File: config.mk
export PLATFORM = sky130hd
export DESIGN_NAME = bram_access_arbiter_flat
export DESIGN_NICKNAME = d
export VERILOG_FILES = /design/src/rtl/mem_ctrl_pkg.sv /design/src/rtl/bram_access_arbiter_if.sv /design/src/rtl/rr_arb2.sv /design/src/rtl/bram_access_arbiter.sv /design/src/flat_wrapper.sv
export SDC_FILE = /design/constraint.sdc
export NUM_CORES = 1
export LEC_CHECK = 0
export CELL_PAD_IN_SITES_DETAIL_PLACEMENT = 1
export CELL_PAD_IN_SITES_GLOBAL_PLACEMENT = 1
export CORE_MARGIN = 2
export CORE_UTILIZATION = 24
export CTS_CLUSTER_DIAMETER = 120
export DETAILED_ROUTE_END_ITERATION = 10
export HOLD_SLACK_MARGIN = 0.1
export PLACE_DENSITY_LB_ADDON = 0.1
export SYNTH_ARGS = -nofsm -noshare
export SYNTH_HDL_FRONTEND = slang
export SYNTH_SLANG_ARGS = --single-unit
export TNS_END_PERCENT = 30
File: constraint.sdc
create_clock -name clk_mem -period 1.35 [get_ports clk_mem]
set_input_delay 0.405 -clock clk_mem [delete_from_list [all_inputs] [get_ports clk_mem]]
set_output_delay 0.405 -clock clk_mem [all_outputs]
set_load 0.05 [all_outputs]
File: src/rtl/mem_ctrl_pkg.sv
// Shared types and constants for the memory-subsystem arbitration logic.
package mem_ctrl_pkg;

  localparam int DEF_ADDR_W = 8;
  localparam int DEF_DATA_W = 8;

  localparam int PORT_FIFO   = 0;
  localparam int PORT_MASTER = 1;

  typedef enum logic [1:0] {
    IDLE    = 2'd0,
    ISSUE   = 2'd1,
    RD_WAIT = 2'd2
  } state_t;

  typedef struct packed {
    state_t state;
    logic   ptr;
  } dbg_t;

endpackage

File: src/rtl/bram_access_arbiter_if.sv
// Requester and BRAM-side signals of the BRAM access arbiter.
// Handshake: a requester holds req/we/addr/wdata stable until gnt is seen high
// in the same cycle; the access is accepted at that clock edge. rd_validX is a
// one-cycle pulse qualifying the shared rd_data for port X.
interface bram_access_arbiter_if #(
  parameter int ADDR_W = 8,
  parameter int DATA_W = 8
);
  logic              req0;
  logic              we0;
  logic [ADDR_W-1:0] addr0;
  logic [DATA_W-1:0] wdata0;
  logic              gnt0;
  logic              rd_valid0;

  logic              req1;
  logic              we1;
  logic [ADDR_W-1:0] addr1;
  logic [DATA_W-1:0] wdata1;
  logic              gnt1;
  logic              rd_valid1;

  logic [ADDR_W-1:0] bram_addr;
  logic [DATA_W-1:0] bram_data;
  logic              bram_rw;
  logic [DATA_W-1:0] bram_out;

  logic [DATA_W-1:0] rd_data;
  logic              busy;

  modport slave (
    input  req0, we0, addr0, wdata0, req1, we1, addr1, wdata1, bram_out,
    output gnt0, rd_valid0, gnt1, rd_valid1, bram_addr, bram_data, bram_rw,
           rd_data, busy
  );

  modport master (
    output req0, we0, addr0, wdata0, req1, we1, addr1, wdata1, bram_out,
    input  gnt0, rd_valid0, gnt1, rd_valid1, bram_addr, bram_data, bram_rw,
           rd_data, busy
  );
endinterface

File: src/rtl/rr_arb2.sv
// Two-way round-robin picker: one-hot grant, pointer names the preferred port
// and flips to the other port after every grant.
module rr_arb2 (
  input  logic       clk,
  input  logic       reset,
  input  logic [1:0] req,
  input  logic       advance,
  output logic [1:0] gnt,
  output logic       ptr
);

  always_comb begin
    gnt = 2'b00;
    unique case (req)
      2'b01:   gnt = 2'b01;
      2'b10:   gnt = 2'b10;
      2'b11:   gnt = ptr ? 2'b10 : 2'b01;
      default: gnt = 2'b00;
    endcase
  end

  always_ff @(posedge clk) begin
    if (reset) begin
      ptr <= 1'b0;
    end else if (advance && (gnt != 2'b00)) begin
      ptr <= gnt[0];
    end
  end

endmodule

File: src/rtl/bram_access_arbiter.sv
// Shares one single-port BRAM between the FIFO-drain port (0) and the master
// port (1); accesses are serialized through IDLE -> ISSUE [-> RD_WAIT].
module bram_access_arbiter
  import mem_ctrl_pkg::*;
#(
  parameter int ADDR_W = DEF_ADDR_W,
  parameter int DATA_W = DEF_DATA_W,
  parameter int RD_LAT = 1
) (
  input  logic                  clk_mem,
  input  logic                  reset,
  bram_access_arbiter_if.slave  bus,
  output dbg_t                  dbg
);

  localparam int CNT_W = (RD_LAT > 1) ? $clog2(RD_LAT) : 1;

  state_t            state, state_n;
  logic [1:0]        arb_req, arb_gnt;
  logic              arb_ptr;
  logic              in_idle;
  logic [CNT_W-1:0]  cnt;
  logic              owner;
  logic [ADDR_W-1:0] bram_addr_q;
  logic [DATA_W-1:0] bram_data_q;
  logic              bram_rw_q;
  logic [DATA_W-1:0] rd_data_q;
  logic              rd_valid0_q, rd_valid1_q;

  assign in_idle = (state == IDLE) && !reset;

  // Requests are only presented to the picker in IDLE, so gnt can never fire
  // while an access is in flight or during reset.
  assign arb_req = in_idle ? {bus.req1, bus.req0} : 2'b00;

  rr_arb2 u_arb (
    .clk     (clk_mem),
    .reset   (reset),
    .req     (arb_req),
    .advance (in_idle),
    .gnt     (arb_gnt),
    .ptr     (arb_ptr)
  );

  always_ff @(posedge clk_mem) begin
    if (reset) begin
      state <= IDLE;
    end else begin
      state <= state_n;
    end
  end

  always_comb begin
    state_n = state;
    unique case (state)
      IDLE:    if (arb_gnt != 2'b00) state_n = ISSUE;
      ISSUE:   state_n = bram_rw_q ? IDLE : RD_WAIT;
      RD_WAIT: if (cnt == '0) state_n = IDLE;
      default: state_n = IDLE;
    endcase
  end

  always_ff @(posedge clk_mem) begin
    if (reset) begin
      bram_addr_q <= '0;
      bram_data_q <= '0;
      bram_rw_q   <= 1'b0;
      rd_data_q   <= '0;
      rd_valid0_q <= 1'b0;
      rd_valid1_q <= 1'b0;
      cnt         <= '0;
      owner       <= 1'b0;
    end else begin
      rd_valid0_q <= 1'b0;
      rd_valid1_q <= 1'b0;
      unique case (state)
        IDLE: begin
          if (arb_gnt != 2'b00) begin
            owner <= arb_gnt[PORT_MASTER];
            if (arb_gnt[PORT_MASTER]) begin
              bram_rw_q   <= bus.we1;
              bram_addr_q <= bus.addr1;
              bram_data_q <= bus.wdata1;
            end else begin
              bram_rw_q   <= bus.we0;
              bram_addr_q <= bus.addr0;
              bram_data_q <= bus.wdata0;
            end
          end else begin
            bram_rw_q <= 1'b0;
          end
        end
        ISSUE: begin
          bram_rw_q <= 1'b0;
          cnt       <= CNT_W'(RD_LAT - 1);
        end
        RD_WAIT: begin
          if (cnt == '0) begin
            rd_data_q <= bus.bram_out;
            if (owner) rd_valid1_q <= 1'b1;
            else       rd_valid0_q <= 1'b1;
          end else begin
            cnt <= cnt - 1'b1;
          end
        end
        default: bram_rw_q <= 1'b0;
      endcase
    end
  end

  assign bus.gnt0      = arb_gnt[PORT_FIFO];
  assign bus.gnt1      = arb_gnt[PORT_MASTER];
  assign bus.rd_valid0 = rd_valid0_q;
  assign bus.rd_valid1 = rd_valid1_q;
  assign bus.bram_addr = bram_addr_q;
  assign bus.bram_data = bram_data_q;
  assign bus.bram_rw   = bram_rw_q;
  assign bus.rd_data   = rd_data_q;
  assign bus.busy      = (state != IDLE);

  assign dbg.state = state;
  assign dbg.ptr   = arb_ptr;

endmodule

File: src/flat_wrapper.sv
// flat-port wrapper written by rule: the top's interface ports become plain ports
module bram_access_arbiter_flat import mem_ctrl_pkg::*;
#(
  parameter int ADDR_W = DEF_ADDR_W,
  parameter int DATA_W = DEF_DATA_W,
  parameter int RD_LAT = 1
)
  (clk_mem, reset, dbg, bus_req0, bus_we0, bus_addr0, bus_wdata0, bus_req1, bus_we1, bus_addr1, bus_wdata1, bus_bram_out, bus_gnt0, bus_rd_valid0, bus_gnt1, bus_rd_valid1, bus_bram_addr, bus_bram_data, bus_bram_rw, bus_rd_data, bus_busy);
  bram_access_arbiter_if #(.ADDR_W(ADDR_W), .DATA_W(DATA_W)) bus_i ();
  input  logic clk_mem;
  input  logic reset;
  output dbg_t dbg;
  input wire logic [$bits(bus_i.req0)-1:0] bus_req0;
  input wire logic [$bits(bus_i.we0)-1:0] bus_we0;
  input wire logic [$bits(bus_i.addr0)-1:0] bus_addr0;
  input wire logic [$bits(bus_i.wdata0)-1:0] bus_wdata0;
  input wire logic [$bits(bus_i.req1)-1:0] bus_req1;
  input wire logic [$bits(bus_i.we1)-1:0] bus_we1;
  input wire logic [$bits(bus_i.addr1)-1:0] bus_addr1;
  input wire logic [$bits(bus_i.wdata1)-1:0] bus_wdata1;
  input wire logic [$bits(bus_i.bram_out)-1:0] bus_bram_out;
  output wire logic [$bits(bus_i.gnt0)-1:0] bus_gnt0;
  output wire logic [$bits(bus_i.rd_valid0)-1:0] bus_rd_valid0;
  output wire logic [$bits(bus_i.gnt1)-1:0] bus_gnt1;
  output wire logic [$bits(bus_i.rd_valid1)-1:0] bus_rd_valid1;
  output wire logic [$bits(bus_i.bram_addr)-1:0] bus_bram_addr;
  output wire logic [$bits(bus_i.bram_data)-1:0] bus_bram_data;
  output wire logic [$bits(bus_i.bram_rw)-1:0] bus_bram_rw;
  output wire logic [$bits(bus_i.rd_data)-1:0] bus_rd_data;
  output wire logic [$bits(bus_i.busy)-1:0] bus_busy;
  assign bus_i.req0 = bus_req0;
  assign bus_i.we0 = bus_we0;
  assign bus_i.addr0 = bus_addr0;
  assign bus_i.wdata0 = bus_wdata0;
  assign bus_i.req1 = bus_req1;
  assign bus_i.we1 = bus_we1;
  assign bus_i.addr1 = bus_addr1;
  assign bus_i.wdata1 = bus_wdata1;
  assign bus_i.bram_out = bus_bram_out;
  assign bus_gnt0 = bus_i.gnt0;
  assign bus_rd_valid0 = bus_i.rd_valid0;
  assign bus_gnt1 = bus_i.gnt1;
  assign bus_rd_valid1 = bus_i.rd_valid1;
  assign bus_bram_addr = bus_i.bram_addr;
  assign bus_bram_data = bus_i.bram_data;
  assign bus_bram_rw = bus_i.bram_rw;
  assign bus_rd_data = bus_i.rd_data;
  assign bus_busy = bus_i.busy;
  bram_access_arbiter #(.ADDR_W(ADDR_W), .DATA_W(DATA_W), .RD_LAT(RD_LAT)) u_core (.clk_mem(clk_mem), .reset(reset), .bus(bus_i), .dbg(dbg));
endmodule
== After elaboration in Yosys (flattened, before gate mapping) ==
Cells that the tools add are included.

* Register bits: 32
* Word-level logic and storage cells: 47

* Add/subtract/negate cells: 1
* Equality and inequality tests: 7
* Mux-type cells: 16
* Bitwise operators: 2
* Reductions and logical operators: 11

{| class="wikitable"
|+ Operators with widths
! cell !! count
|-
| two-way mux 8 bit || 2
|-
| case mux 2 bit (3 select lines) || 2
|-
| two-way mux 2 bit || 5
|-
| == test 2 bit, second input constant || 3
|-
| AND reduction 2 bit || 3
|-
| nonzero test 2 bit || 3
|-
| two-way mux 1 bit || 5
|-
| == test 2 x 1 -> 1 bit, second input constant || 2
|-
| inequality test 2 bit, second input constant || 2
|-
| case mux 1 bit (2 select lines) || 2
|-
| OR reduction 3 bit || 1
|-
| logical AND 1 bit || 2
|-
| zero test 2 bit || 1
|-
| inverter 1 bit || 2
|-
| zero test 1 bit || 1
|-
| subtractor 1 bit, second input constant || 1
|}

== Logic depth before layout (Yosys ltp) ==
Gate-level depths: netlist of run 1.

* Word-level depth: 8
* Depth in mapped cells: 6

== Hierarchy ==
A second synthesis of run 1 with hierarchy kept.

* Cells, all modules: 142
* Area total of the unflattened synthesis: 1,402.6 sq um

{| class="wikitable"
|+ By module, submodules not included
! module !! instances !! cells an instance !! area each (sq um)
|-
| bram_access_arbiter || 1 || 135 || 1,337.5
|-
| rr_arb2 || 1 || 7 || 65.1
|}

== Least setup slack after synthesis of run 1 ==
Ideal clock, no wire load.

* Kind: reg2out
* Start: register u_core.state[1]
* End: output port bus_gnt1
* Arrival: 2.144 ns
* Slack: -1.199 ns
* Cell stages (with the launch flop): 4
* Buffers on the path: 0
* Path through: dfxtp_1 -> nor2_1 -> inv_1 -> nor3_1

* Word-level cells in the longest chain between the ends: 5
* Elaborated cells on any way between the ends: 7
* Classes of those cells: eq/ne: 3; mux: 2; reduce/logical: 2

{| class="wikitable"
|+ Ends and longest elaborated chain
! element !! RTL line !! text
|-
| start, declared || bram_access_arbiter.sv:18 || <nowiki>state_t state, state_n;</nowiki>
|-
| start signal, assigned || bram_access_arbiter.sv:49 || <nowiki>state <= state_n;</nowiki>
|-
| zero test 2 bit (*) || bram_access_arbiter.sv:30 || <nowiki>assign in_idle = (state == IDLE) && !reset;</nowiki>
|-
| logical AND 1 bit (*) || bram_access_arbiter.sv:30 ||
|-
| two-way mux 2 bit (*) || bram_access_arbiter.sv:34 || <nowiki>assign arb_req = in_idle ? {bus.req1, bus.req0} : 2'b00;</nowiki>
|-
| == test 2 bit / == test 2 x 1 -> 1 bit (equally long branches) || rr_arb2.sv:14 || <nowiki>unique case (req)</nowiki>
|-
| case mux 2 bit (3 select lines) (*) || rr_arb2.sv:14 ||
|-
| end, declared || flat_wrapper.sv:24 || <nowiki>output wire logic [$bits(bus_i.gnt1)-1:0] bus_gnt1;</nowiki>
|}

Mark *: on every way between the ends. The rest lies on a longest branch, timed or not.

== Worst setup path after layout of run 1 ==
* Start: input port reset
* End: output port bus_gnt1

* Word-level cells in the longest chain between the ends: 5
* Elaborated cells on any way between the ends: 7
* Classes of those cells: eq/ne: 3; mux: 2; reduce/logical: 2

{| class="wikitable"
|+ Ends and longest elaborated chain
! element !! RTL line !! text
|-
| start, declared || flat_wrapper.sv:11 || <nowiki>input logic reset;</nowiki>
|-
| zero test 1 bit (*) || bram_access_arbiter.sv:30 ||
|-
| logical AND 1 bit (*) || bram_access_arbiter.sv:30 ||
|-
| two-way mux 2 bit (*) || bram_access_arbiter.sv:34 ||
|-
| == test 2 bit / == test 2 x 1 -> 1 bit (equally long branches) || rr_arb2.sv:14 ||
|-
| case mux 2 bit (3 select lines) (*) || rr_arb2.sv:14 ||
|}

Marks and branches as above.

==> impl_metrics.tcl, run 1 <==
set metrics [dict create \
    grt_pass1_vias 1597 \
    clkSinkCount 31 \
    rsz0062_at_grt "true" \
    fin_ws_ns -0.2864 \
    ant_nets 0 \
    status "complete, but fails checks" \
    dp.cells 311 \
    ys_async_sr_fraction_pct 0 \
    cpPeakStageDelay_ns 0.29 \
    crit_fanout 3 \
    post-route-period-util_pct 121.2 \
    rows 27 \
    arrival_ns 1.23 \
    drive_gt1_share_pct 40.48 \
    worstSetupStartpointType "primary input" \
    cp_top_family "buffers and inverters" \
    hold_viol 0 \
    core_region_area_sq_mm 0.005574 \
    area_growth_syn_to_layout_pct 106.3 \
    ios 79 \
    synth_top_area_cell "dfxtp_1" \
    routabilityCongestion 0.6920 \
    synth.most_common_cell "nand2_1" \
    cts.clk_slew.worst_paths_ns 0.07 \
    syn_nets 203 \
    grt_util_all_layers_pct 16.13 \
    tightestPinTransition_ns 0.2543 \
    power.share.clock_pct 33.3 \
    cts_buffer_depth 2 \
    finClkSkew_ns 0.003575 \
    combPwrFrac_pct 34.0 \
    cts_tree "built" \
    dr_total_vias 1491 \
    hold_ws_ns 0.4578 \
    grt_max_degree 23 \
    criticalPathCategory "primary input to output port" \
    die_w_microns 80.52 \
    syn_area_sq_mm 0.001405 \
    postSynthAreaPerCell_sq_um 8.950 \
    routed_wirelength_mm 5.108 \
    synthCells 157 \
    yosysTopAreaCellShare_pct 44.17 \
    cp_num_cells 4 \
    antenna_found_initial 0 \
    min_period_ns 1.636 \
    slowest_stage "dlygate4sd2_1" \
    finalNetCount 297 \
    cts_root_buf "clkbuf_8" \
    endpoint_kind "output port" \
    setup_violations 17 \
    final.setup.tns_ns -1.100 \
    n_antenna_cell 0 \
    switching_share_pct 29.82 \
    crit_required_ns 0.95 \
    synth_ff_type "dfxtp_1" \
    power_density_mw_per_mm2 1128 \
    synth_commonest_cells "52 x nand2_1, 31 x dfxtp_1, 12 x a311oi_2, 12 x nor2_2, 9 x a21oi_1" \
    clk_latency_ns 0.28 \
    final_cells 324 \
    start_util_pct 25.21 \
    synth.area.top_cells "dfxtp_1 44%, nand2_1 14%, a311oi_2 13%" \
    min_path_cells 1 \
    die_y_microns 80.52 \
    dr.pass1.iters 4 \
    grt_pass1_wl_mm 7.859 \
    grt_overflow 0 \
    crit_buf_inv 3 \
    synth_warnings 0 \
    internal-power_w 0.002294 \
    numCtsBuffers 5 \
    seq_power_share_pct 32.7 \
    portBuffers 78 \
    ir_worst_vdd_mv 0.5389 \
    htree_levels 2 \
    maxCapViolCount 0 \
    min_path_type "flip-flop to flip-flop" \
    viasPerCell 4.602 \
    die_area_sq_mm 0.006483 \
    worstPathCellList "dlygate4sd2_1 > buf_4 > nor3_4 > buf_12" \
    design_area_sq_mm 0.002899 \
    ys_seq_area_share_pct 44.17 \
    routedWlPerCell_microns 15.77 \
    synth_edf_count 0 \
    maxSlewViolCount 0 \
    netlist-cell-type-count 28 \
    maxSlewHeadroom_pct 83.05 \
    placed_cell_area_sq_mm 0.002698 \
    drt_iter0_drc 43 \
    power_leakage_nw 1.119 \
    drc 0 \
    synth-seq-cells 31 \
    fmax_mhz 611.1 \
    hpwl_mm 3.907 \
    ff2ff_path_depth 5 \
    failed_checks "negative setup slack" \
    p_sw_w 0.0009750 \
]
## what timing repair did
item	CTS	global route
setup buffers	1	3
hold buffers	0	0
gates resized for setup	5	8
pin swaps	3	4
gates cloned	1	0
setup endpoints to repair	23	22
## worst reg2reg max path, delay by kind of cell (launching register included)
kind,cells,cell delay [ns]
AO/OA/AOI/OAI,2,0.47
flip-flops,1,0.37
buffers and inverters,1,0.20
AND/OR/NAND/NOR,2,0.27
## final cells by class
class / count / area [sq um]
flip-flops and latches: 31 / 629.4
clock inverters: 2 / 60.06
fillers: 635 / 2675
multi-input cells: 112 / 730.7
clock buffers: 6 / 72.57
repair buffers: 100 / 1310
inverters: 1 / 6.256
well taps: 72 / 90.09
## routing by layer
layer	share of wire [%]	routed length, microns	GRT usage, %
met4	1.9	99	5.424
met1	37	1909	17.36
met5	0	0	0
met2	54	2774	29.33
met3	6.3	323	5.393
## cell families after synthesis
group,count (synthesis),synth area share (%)
AOI/OAI and AO/OA,28,20.30
DFF,31,44.17
muxes,1,0.8014
buffers and inverters,14,8.013
and+or+nand+nor,83,26.72
## cells in the final DEF (no fill, tap or decap), drive strengths merged
master          n
bufinv          2
or2             1
inv             1
clkbuf          6
dfxtp          31
nand2b          2
and3            1
nor2           19
a311oi         16
a22o            1
nand2          53
nor3            3
o21a            1
a21oi           9
nor4b           1
a32oi           1
mux2            1
and2            2
buf            55
dlygate4sd2     3
nor2b           1
clkdlybuf4s50  42
## state kept, by name, indices dropped and copies added (netlist names)
| signal | count |
|---|---|
| u_core.state | 2 |
| u_core.bus.bram_addr | 8 |
| u_core.bus.rd_data | 8 |
| u_core.bus.bram_rw | 1 |
| u_core.bus.rd_valid0 | 1 |
| u_core.bus.bram_data | 8 |
| u_core.owner | 1 |
| u_core.u_arb.ptr | 1 |
| u_core.bus.rd_valid1 | 1 |
## through the flow
step | setup slack [ns] | utilization (%) | power [W]
floorplan | -0.1958 | - | 0.001602
global route | -0.3367 | 52.01 | 0.003412
global placement | -0.4936 | 48.40 | 0.002129
detailed placement | -0.5872 | 48.40 | 0.002165
finish | -0.2864 | 52.01 | 0.003269
CTS | -0.2942 | 51.07 | 0.003281
## final timing paths
| path | start | end | slack, ns |
|---|---|---|---|
| worst max-delay path | reset | bus_gnt1 | -0.29 |
| worst min-delay path | u_core.owner | u_core.bus.rd_valid0 | 0.46 |
| worst max register to register | u_core.state[0] | u_core.bus.bram_addr[2] | -0.04 |
| worst min register to register | u_core.owner | u_core.bus.rd_valid0 | 0.46 |
## power groups by stage
stage	Combinational, W	Sequential (W)	Clock [W]
2_1_floorplan	0.000338	0.00126	0
3_3_place_gp	0.00105	0.00108	0
3_5_place_dp	0.00108	0.00109	0
4_1_cts	0.00109	0.00107	0.00112
5_1_grt	0.00117	0.00108	0.00116
6_report	0.00111	0.00107	0.00109
(Power assumes the default switching activity.)
==> inputs of run 2 (changes only) <==
Settings changed: CTS_BUF_LIST set to sky130_fd_sc_hd__clkbuf_8 sky130_fd_sc_hd__clkbuf_16.
==> run 2 against run 1 <==
Against the previous run:
- the run still ends with negative setup slack left
- highest routed layer unchanged
- register-to-register slack is essentially flat
- clock skew unchanged
- wire length is essentially flat
==> impl_metrics.tcl, run 2 (synthesized netlist as in run 1, its figures left out) <==
set metrics [dict create \
    drive_gt1_share_pct 40.48 \
    htree_levels 2 \
    rsz0062_at_grt "true" \
    clk_latency_ns 0.28 \
    min_path_type "flip-flop to flip-flop" \
    criticalPathCategory "primary input to output port" \
    most-common-layout-cells "52 x nand2_1, 42 x clkdlybuf4s50_1, 35 x buf_12" \
    cts_buffer_depth 2 \
    power_leakage_nw 1.124 \
    cts.clk_slew.worst_paths_ns 0.07 \
    numCtsBuffers 5 \
    fin_ws_ns -0.2864 \
    post-route-period-util_pct 121.2 \
    ff2ff_path_depth 5 \
    endpoint_kind "output port" \
    die_w_microns 80.52 \
    grt_pass1_wl_mm 7.859 \
    area_growth_syn_to_layout_pct 106.3 \
    crit_buf_inv 3 \
    grt_util_all_layers_pct 16.13 \
    routedWlPerCell_microns 15.76 \
    worstSetupStartpointType "primary input" \
    min_period_ns 1.636 \
    grt_pass1_vias 1597 \
    finalNetCount 297 \
    maxCapViolCount 0 \
    rows 27 \
    hpwl_mm 3.907 \
    arrival_ns 1.23 \
    grt_max_degree 23 \
    tightestPinTransition_ns 0.2543 \
    reg2reg_to "u_core.bus.bram_addr[2]" \
    n_antenna_cell 0 \
    holdPathEnd "u_core.bus.rd_valid0" \
    cpPeakStageDelay_ns 0.29 \
    hold_ws_ns 0.4578 \
    ios 79 \
    drc 0 \
    drt_iter0_drc 43 \
    maxSlewHeadroom_pct 83.05 \
    failed_checks "negative setup slack" \
    crit_fanout 3 \
    cts_tree "built" \
    clkSinkCount 31 \
    routed_wirelength_mm 5.107 \
    ir_worst_vdd_mv 0.5389 \
    slowest_stage "dlygate4sd2_1" \
    start_util_pct 25.21 \
    maxSlewViolCount 0 \
    cts_root_buf "clkbuf_8" \
    crit_required_ns 0.95 \
    dr.pass1.iters 4 \
    finClkSkew_ns 0.003575 \
    viasPerCell 4.602 \
    reg2reg_from "u_core.state[0]" \
    hold_viol 0 \
    final_common_cell "nand2_1" \
    fmax_mhz 611.1 \
    power_density_mw_per_mm2 1125 \
    reg2reg_setup_slack_ns -0.04 \
    worstPathCellList "dlygate4sd2_1 > buf_4 > nor3_4 > buf_12" \
    min_path_cells 1 \
    dr_total_vias 1491 \
    ant_nets 0 \
    core_region_area_sq_mm 0.005574 \
    die_y_microns 80.52 \
    routabilityCongestion 0.6920 \
    setup_violations 17 \
    grt_overflow 0 \
    die_area_sq_mm 0.006483 \
    status "complete, but fails checks" \
    min_from "u_core.owner" \
    cp_top_family "buffers and inverters" \
    portBuffers 78 \
    utilization_pct 52.01 \
    antenna_found_initial 0 \
]
==> run 2: changes by cell type in the layout (fill, tap and decap cells not counted) <==
cell and delta:
inv_1 +1, clkbuf_1 -1
==> run 2: per-stage QoR <==
step                total power, W  setup TNS, ns  area, sq um  cells  worst slack (ns)
floorplan                 0.001602        -0.1958         1459    157           -0.1958
global placement          0.002129         -10.62         2698    311           -0.4936
detailed placement        0.002165         -11.94         2698    311           -0.5872
CTS                       0.003273         -1.333         2846    321           -0.2942
global route              0.003405         -2.419         2899    324           -0.3367
finish                    0.003262         -1.099         2899    324           -0.2864
==> run 2: where the power goes <==
part | internal (W) | total (W) | leakage [nW] | switching (W)
Combinational | 0.000573 | 0.00111 | 0.798 | 0.000539
Sequential | 0.000984 | 0.00107 | 0.256 | 0.0000841
Clock | 0.000730 | 0.00108 | 0.0695 | 0.000353
==> run 2: cell type report <==
class | instances | area [sq um]
clock buffers | 5 | 68.82
clock inverters | 3 | 63.81
fillers | 635 | 2675
inverters | 1 | 6.256
multi-input cells | 112 | 730.7
flip-flops and latches | 31 | 629.4
well taps | 72 | 90.09
repair buffers | 100 | 1310
==> run 2: timing repair <==
| item | CTS | global route |
|---|---|---|
| buffers inserted | 1 | 3 |
| pin swaps | 3 | 4 |
| gates cloned | 1 | 0 |
| setup endpoints to repair | 23 | 22 |
| resized for setup | 5 | 8 |
| hold buffers | 0 | 0 |
==> run 2: worst register-to-register path: cells and delay by family, from the launching register on <==
| kind | cells | cell delay [ns] |
|---|---|---|
| flops | 1 | 0.37 |
| simple gates | 2 | 0.27 |
| buf+inv | 1 | 0.20 |
| compound gates | 2 | 0.47 |
==> run 2: metal layers <==
layer  vias up  track usage [%]  share of wire (%)
li1        723                -                  -
met1       718            17.36                 37
met2        43            29.33                 54
met3         7            5.393                6.3
met4         0            5.424                1.9
met5         -                0                  0
==> run 2: worst max path at each step <==
| stage | start | end | slack, ns | depth (start not counted) |
|---|---|---|---|---|
| finish | reset | bus_gnt1 | -0.29 | 4 |
| global route | u_core.state[0] | bus_gnt1 | -0.34 | 4 |
| CTS | u_core.state[1] | bus_gnt0 | -0.29 | 3 |
| detailed placement | reset | u_core.bus.bram_data[3] | -0.59 | 6 |
| global placement | reset | u_core.bus.bram_addr[6] | -0.49 | 6 |
| floorplan | u_core.state[0] | bus_gnt1 | -0.20 | 3 |
